**src/rtl/tt_sumlatch_pkg.sv**
```systemverilog
// Shared definitions for the SumLatchUART design.
// Holds the default UART bit period, the transmitter state type and
// the widths of the latched sum and of the UART data byte.
package tt_sumlatch_pkg;

  // 50 MHz clock / 115200 baud
  localparam int CLKS_PER_BIT_DEFAULT = 434;

  localparam int SUM_W  = 5;
  localparam int DATA_W = 8;

  typedef enum logic [1:0] {
    IDLE  = 2'd0,
    START = 2'd1,
    DATA  = 2'd2,
    STOP  = 2'd3
  } tx_state_e;

endpackage

```
**src/rtl/tt_um_top_uart_tx.sv**
```systemverilog
// 8N1 UART transmitter.
// Ports:
//   clk, rst_n   - clock and asynchronous active-low reset
//   start        - load data and begin a frame (honoured only when idle)
//   data[7:0]    - byte to send, LSB first
//   tx           - serial line, idles high
//   busy         - high from the start bit through the stop bit
module uart_tx
  import tt_sumlatch_pkg::*;
#(
  parameter int CLKS_PER_BIT = CLKS_PER_BIT_DEFAULT
) (
  input  logic              clk,
  input  logic              rst_n,
  input  logic              start,
  input  logic [DATA_W-1:0] data,
  output logic              tx,
  output logic              busy
);

  localparam int CNT_W = (CLKS_PER_BIT > 1) ? $clog2(CLKS_PER_BIT) : 1;
  localparam logic [CNT_W-1:0] CNT_LAST = CNT_W'(CLKS_PER_BIT - 1);

  tx_state_e         state_q, state_d;
  logic [CNT_W-1:0]  cnt_q, cnt_d;
  logic [2:0]        bit_idx_q, bit_idx_d;
  logic [DATA_W-1:0] shift_q, shift_d;
  logic              tx_q, tx_d;
  logic              busy_q, busy_d;
  logic              bit_done;

  assign bit_done = (cnt_q == CNT_LAST);

  always_comb begin
    state_d   = state_q;
    bit_idx_d = bit_idx_q;
    shift_d   = shift_q;
    tx_d      = tx_q;
    busy_d    = busy_q;
    cnt_d     = bit_done ? '0 : cnt_q + 1'b1;

    case (state_q)
      IDLE: begin
        cnt_d = '0;
        if (start) begin
          state_d = START;
          shift_d = data;
          tx_d    = 1'b0;
          busy_d  = 1'b1;
        end
      end
      START: begin
        if (bit_done) begin
          state_d   = DATA;
          bit_idx_d = 3'd0;
          tx_d      = shift_q[0];
        end
      end
      DATA: begin
        if (bit_done) begin
          if (bit_idx_q == 3'd7) begin
            state_d = STOP;
            tx_d    = 1'b1;
          end else begin
            // shift register keeps the bit being sent in position 0
            bit_idx_d = bit_idx_q + 3'd1;
            shift_d   = shift_q >> 1;
            tx_d      = shift_q[1];
          end
        end
      end
      STOP: begin
        if (bit_done) begin
          state_d = IDLE;
          tx_d    = 1'b1;
          busy_d  = 1'b0;
        end
      end
      default: begin
        state_d = IDLE;
        tx_d    = 1'b1;
        busy_d  = 1'b0;
      end
    endcase
  end

  always_ff @(posedge clk or negedge rst_n) begin
    if (!rst_n) begin
      state_q   <= IDLE;
      cnt_q     <= '0;
      bit_idx_q <= 3'd0;
      shift_q   <= '0;
      tx_q      <= 1'b1;
      busy_q    <= 1'b0;
    end else begin
      state_q   <= state_d;
      cnt_q     <= cnt_d;
      bit_idx_q <= bit_idx_d;
      shift_q   <= shift_d;
      tx_q      <= tx_d;
      busy_q    <= busy_d;
    end
  end

  assign tx   = tx_q;
  assign busy = busy_q;

endmodule

```
**src/rtl/tt_um_top.sv**
```systemverilog
// Tiny Tapeout top for SumLatchUART.
// Adds ui_in[3:0] and ui_in[7:4], latches the 5-bit sum on a synchronized
// rising edge of uio_in[0] and sends it as one UART byte.
// Ports:
//   ui_in[3:0] A, ui_in[7:4] B, uio_in[0] latch strobe (asynchronous)
//   uo_out[4:0] latched sum, [5] tx_busy, [6] 0, [7] uart_tx
//   uio_out / uio_oe tied to zero (all bidirectional pins are inputs)
module tt_um_top
  import tt_sumlatch_pkg::*;
#(
  parameter int CLKS_PER_BIT = CLKS_PER_BIT_DEFAULT
) (
  input  logic       clk,
  input  logic       rst_n,
  input  logic       ena,
  input  logic [7:0] ui_in,
  input  logic [7:0] uio_in,
  output logic [7:0] uo_out,
  output logic [7:0] uio_out,
  output logic [7:0] uio_oe
);

  logic             s1_q, s1_d;
  logic             s2_q, s2_d;
  logic             s3_q, s3_d;
  logic [SUM_W-1:0] sum_q, sum_d;
  logic [SUM_W-1:0] sum_now;
  logic             rise;
  logic             accept;
  logic             tx_busy;
  logic             uart_tx_line;
  logic             unused_inputs;

  assign unused_inputs = &{1'b0, ena, uio_in[7:1]};

  assign sum_now = SUM_W'(ui_in[3:0]) + SUM_W'(ui_in[7:4]);
  assign rise    = s2_q & ~s3_q;
  // A strobe arriving while a frame is in flight is dropped, not queued.
  assign accept  = rise & ~tx_busy;

  always_comb begin
    s1_d  = uio_in[0];
    s2_d  = s1_q;
    s3_d  = s2_q;
    sum_d = accept ? sum_now : sum_q;
  end

  always_ff @(posedge clk or negedge rst_n) begin
    if (!rst_n) begin
      s1_q  <= 1'b0;
      s2_q  <= 1'b0;
      s3_q  <= 1'b0;
      sum_q <= '0;
    end else begin
      s1_q  <= s1_d;
      s2_q  <= s2_d;
      s3_q  <= s3_d;
      sum_q <= sum_d;
    end
  end

  uart_tx #(
    .CLKS_PER_BIT(CLKS_PER_BIT)
  ) u_uart_tx (
    .clk  (clk),
    .rst_n(rst_n),
    .start(accept),
    .data (DATA_W'(sum_now)),
    .tx   (uart_tx_line),
    .busy (tx_busy)
  );

  assign uo_out  = {uart_tx_line, 1'b0, tx_busy, sum_q};
  assign uio_out = 8'h00;
  assign uio_oe  = 8'h00;

endmodule

```
**config.mk**
```make
export PLATFORM = sky130hd
export DESIGN_NAME = tt_um_top
export DESIGN_NICKNAME = d
export VERILOG_FILES = /design/src/rtl/tt_sumlatch_pkg.sv /design/src/rtl/tt_um_top_uart_tx.sv /design/src/rtl/tt_um_top.sv
export SDC_FILE = /design/constraint.sdc
export NUM_CORES = 1
export LEC_CHECK = 0
export CORE_ASPECT_RATIO = 0.5
export CORE_MARGIN = 2
export CORE_UTILIZATION = 54
export CTS_CLUSTER_DIAMETER = 80
export DETAILED_ROUTE_END_ITERATION = 16
export PLACE_DENSITY = 0.85
export RECOVER_POWER = 100
export SKIP_LAST_GASP = 1
export SYNTH_ARGS = -nofsm -noshare
export SYNTH_HDL_FRONTEND = slang
export SYNTH_HIERARCHICAL = 1
export SYNTH_SLANG_ARGS = --single-unit
```
**constraint.sdc**
```tcl
create_clock -name clk -period 4.4 [get_ports clk]
set_input_delay 1.32 -clock clk [delete_from_list [all_inputs] [get_ports clk]]
set_output_delay 1.32 -clock clk [all_outputs]
set_load 0.05 [all_outputs]
```
==> impl_metrics.tcl <==
set metrics [dict create \
    crit_path_start_kind "primary input" \
    clk_latency_ps 290 \
    cts_resized 0 \
    grt_max_degree 33 \
    ctsHoldBuffers 0 \
    min_path_type "reg -> reg" \
    place_congestion 0.819 \
    clkPwrFrac_pct 25.9 \
    io-pin-count 43 \
    start_util_pct 55.7 \
    tritoncts "yes" \
    p_sw_share_pct 37.0 \
    crit_required_ps 4570 \
    end_kind "flip-flop" \
    grt_pass1_vias 1243 \
    dieArea_mm2 0.00400 \
    synth_edf_count 0 \
    fin_util_pct 61.9 \
    drtPass1Iterations 6 \
    clockBufferDepth 2 \
    yosys_warnings 6 \
    use_met2_pct 32.0 \
    post-dp-hpwl_um 2350 \
    post-route-drc-count 0 \
    r2r-start "u_uart_tx/state_q[0]" \
    grt.busiest_layer "met2" \
    synth-seq-cells 32 \
    worstSetupEndpoint "u_uart_tx/shift_q[4]" \
    crit_path_start "ui_in[0]" \
    avgSynthCellArea_um2 10.5 \
    hp-start "s1_q" \
    via_per_inst 5.26 \
    port_buffers 17 \
    die_w_um 87.5 \
    synth_ff_type "dfrtp_1" \
    routedWlPerCell_um 13.9 \
    numCtsBuffers 5 \
    syn_area_mm2 0.00188 \
    cts_sinks 32 \
    grt_pass1_wl_um 5600 \
    antenna_cells 0 \
    cp_max_fo 2 \
    p_comb_share_pct 36.8 \
    vdd_ir_drop_max_v 0.000163 \
    wl_um 3390 \
    violations "max-capacitance violations, max-slew violations" \
    hold_violations 0 \
    async_flop_share_pct 100 \
    setup_tns_ps 0 \
    p_total_mw 1.08 \
    period_needed_ps 3100 \
    p_int_mw 0.681 \
    finalSetupViolCount 0 \
    r2r_end "u_uart_tx/shift_q[1]" \
    synth_cell_types 34 \
    initialDrtViolationCount 86 \
    drv_cap 1 \
    ff2ff_setup_slack_ps 1950 \
    netlist_instances 180 \
    fmax_mhz 323 \
    std_cell_rows 15 \
    p_sw_mw 0.400 \
    pwr-share-seq_pct 37.3 \
    grt_util_all_layers_pct 19.2 \
    fin_crit_sh_pct 70.5 \
    vias 1278 \
    rsz0062_at_grt "no" \
    reg2regPathDepth 5 \
    crit_type "in -> reg" \
    antenna_found_initial 0 \
    relSlewSlack_pct -13.5 \
    root_buffer "clkbuf_8" \
    syn_to_final_growth_pct 11.0 \
    layout-drive-gt1-share_pct 9.45 \
    clk_pin_slew_ps 70 \
    grt_util_met1_pct 22.6 \
    outcome "finished with violations" \
    dieHeight_um 45.8 \
    layout.nets 233 \
    h-tree-depth 2 \
    power.leakage_nw 0.961 \
    powerDensity_mw_per_mm2 517 \
    cts_setup_buffers 0 \
    fin_skew_ps 8.00 \
    tightest_slew_ps 1700 \
    ant_nets 0 \
    report.final.slew_viol_count 33 \
    worst-endpoint-arrival_ps 3270 \
    synth-seq-area-share_pct 42.6 \
    overflow 0 \
    met3_usage_pct 8.15 \
    fp.coreArea_mm2 0.00338 \
]
[flip-flops by register name (all words and copies together), names as in the netlist]
register and count:
u_uart_tx/cnt_q 9, u_uart_tx/shift_q 8, sum_q 5, u_uart_tx/bit_idx_q 3
u_uart_tx/state_q 2, s1_q 1, s2_q 1, s3_q 1
u_uart_tx/busy 1, u_uart_tx/tx 1
[synth_stat cells (3+ instances only)]
cell type,n,area share (%)
or3_1,3,1.0
xnor2_1,4,1.9
mux2_4,7,5.6
dfrtp_1,31,41
mux2_2,9,5.4
nand3_1,7,1.9
o311ai_0,3,1.4
buf_4,19,7.6
nand2_1,16,3.2
clkbuf_1,3,0.60
xor2_1,5,2.3
nor2_1,14,2.8
ha_1,13,8.6
a21oi_1,4,1.1
o21ai_0,8,2.1
inv_1,12,2.4
[final cells by class]
type,instances,area [µm²]
fillers,273,1290
clock inverters,3,42.5
multi-input cells,130,896
well taps,42,52.6
repair buffers,18,174
flip-flops and latches,32,802
clock buffers,5,68.8
inverters,13,53.8
[worst min path at each step]
stage,endpoint,slack [ps],cells after the start
after floorplan,s2_q,330,0
after global placement,s2_q,330,0
after detailed placement,s2_q,340,0
after CTS,s2_q,360,0
after global routing,s2_q,360,0
final,s2_q,350,0
[per-stage QoR]
stage                     hold slack (ps)  setup WS (ps)  instances  cell area, µm²
after floorplan                       331           1730        199            1950
after global placement                333           1190        235            2010
after detailed placement              343           1140        235            2010
after CTS                             357           1420        243            2120
after global routing                  362           1010        243            2090
final                                 353           1300        243            2090
[power by group through the flow]
stage	Sequential [mW]	Clock (mW)	Combinational, mW
3_5_place_dp	0.408	0	0.408
2_1_floorplan	0.419	0	0.315
3_3_place_gp	0.402	0	0.391
4_1_cts	0.404	0.284	0.414
5_1_grt	0.413	0.298	0.438
6_report	0.404	0.280	0.398
[cell families after synthesis]
| group | synth area share (%) |
|---|---|
| muxes | 11.5 |
| DFF | 42.6 |
| other | 0.199 |
| buffers and inverters | 12.2 |
| AOI/OAI and AO/OA | 8.11 |
| adders and majority gates | 9.70 |
| xor gates and xnor gates | 4.19 |
| and+or+nand+nor | 11.5 |
[layer usage]
| metal | part of all wire (%) | up-vias |
|---|---|---|
| met3 | 4.8 | 6 |
| met4 | 1.5 | 0 |
| met2 | 49 | 47 |
| li1 | - | 612 |
| met1 | 45 | 613 |
| met5 | 0 | - |
[cell usage in the layout (no fill, tap or decap), types with 3 or more instances in the layout]
| master | n |
|---|---|
| nand2_1 | 16 |
| xor2_1 | 5 |
| xnor2_1 | 4 |
| clkbuf_8 | 5 |
| o311ai_0 | 3 |
| nor2_1 | 14 |
| ha_1 | 13 |
| mux2_1 | 7 |
| or3_1 | 3 |
| o21ai_0 | 9 |
| dlygate4sd3_1 | 11 |
| mux2_2 | 9 |
| dfrtp_1 | 31 |
| nand3_1 | 7 |
| conb_1 | 20 |
| a21oi_1 | 4 |
| clkdlybuf4s50_1 | 6 |
| inv_1 | 12 |
[worst max-delay path, stage by stage]
cell and delay [ps]:
dlygate4sd3_1 540, ha_1 230, inv_1 70, fa_1 200
nor2b_1 50, o21ai_0 220, nand2_1 90, mux2_2 250
mux2_1 280
(Power assumes the default switching activity.)
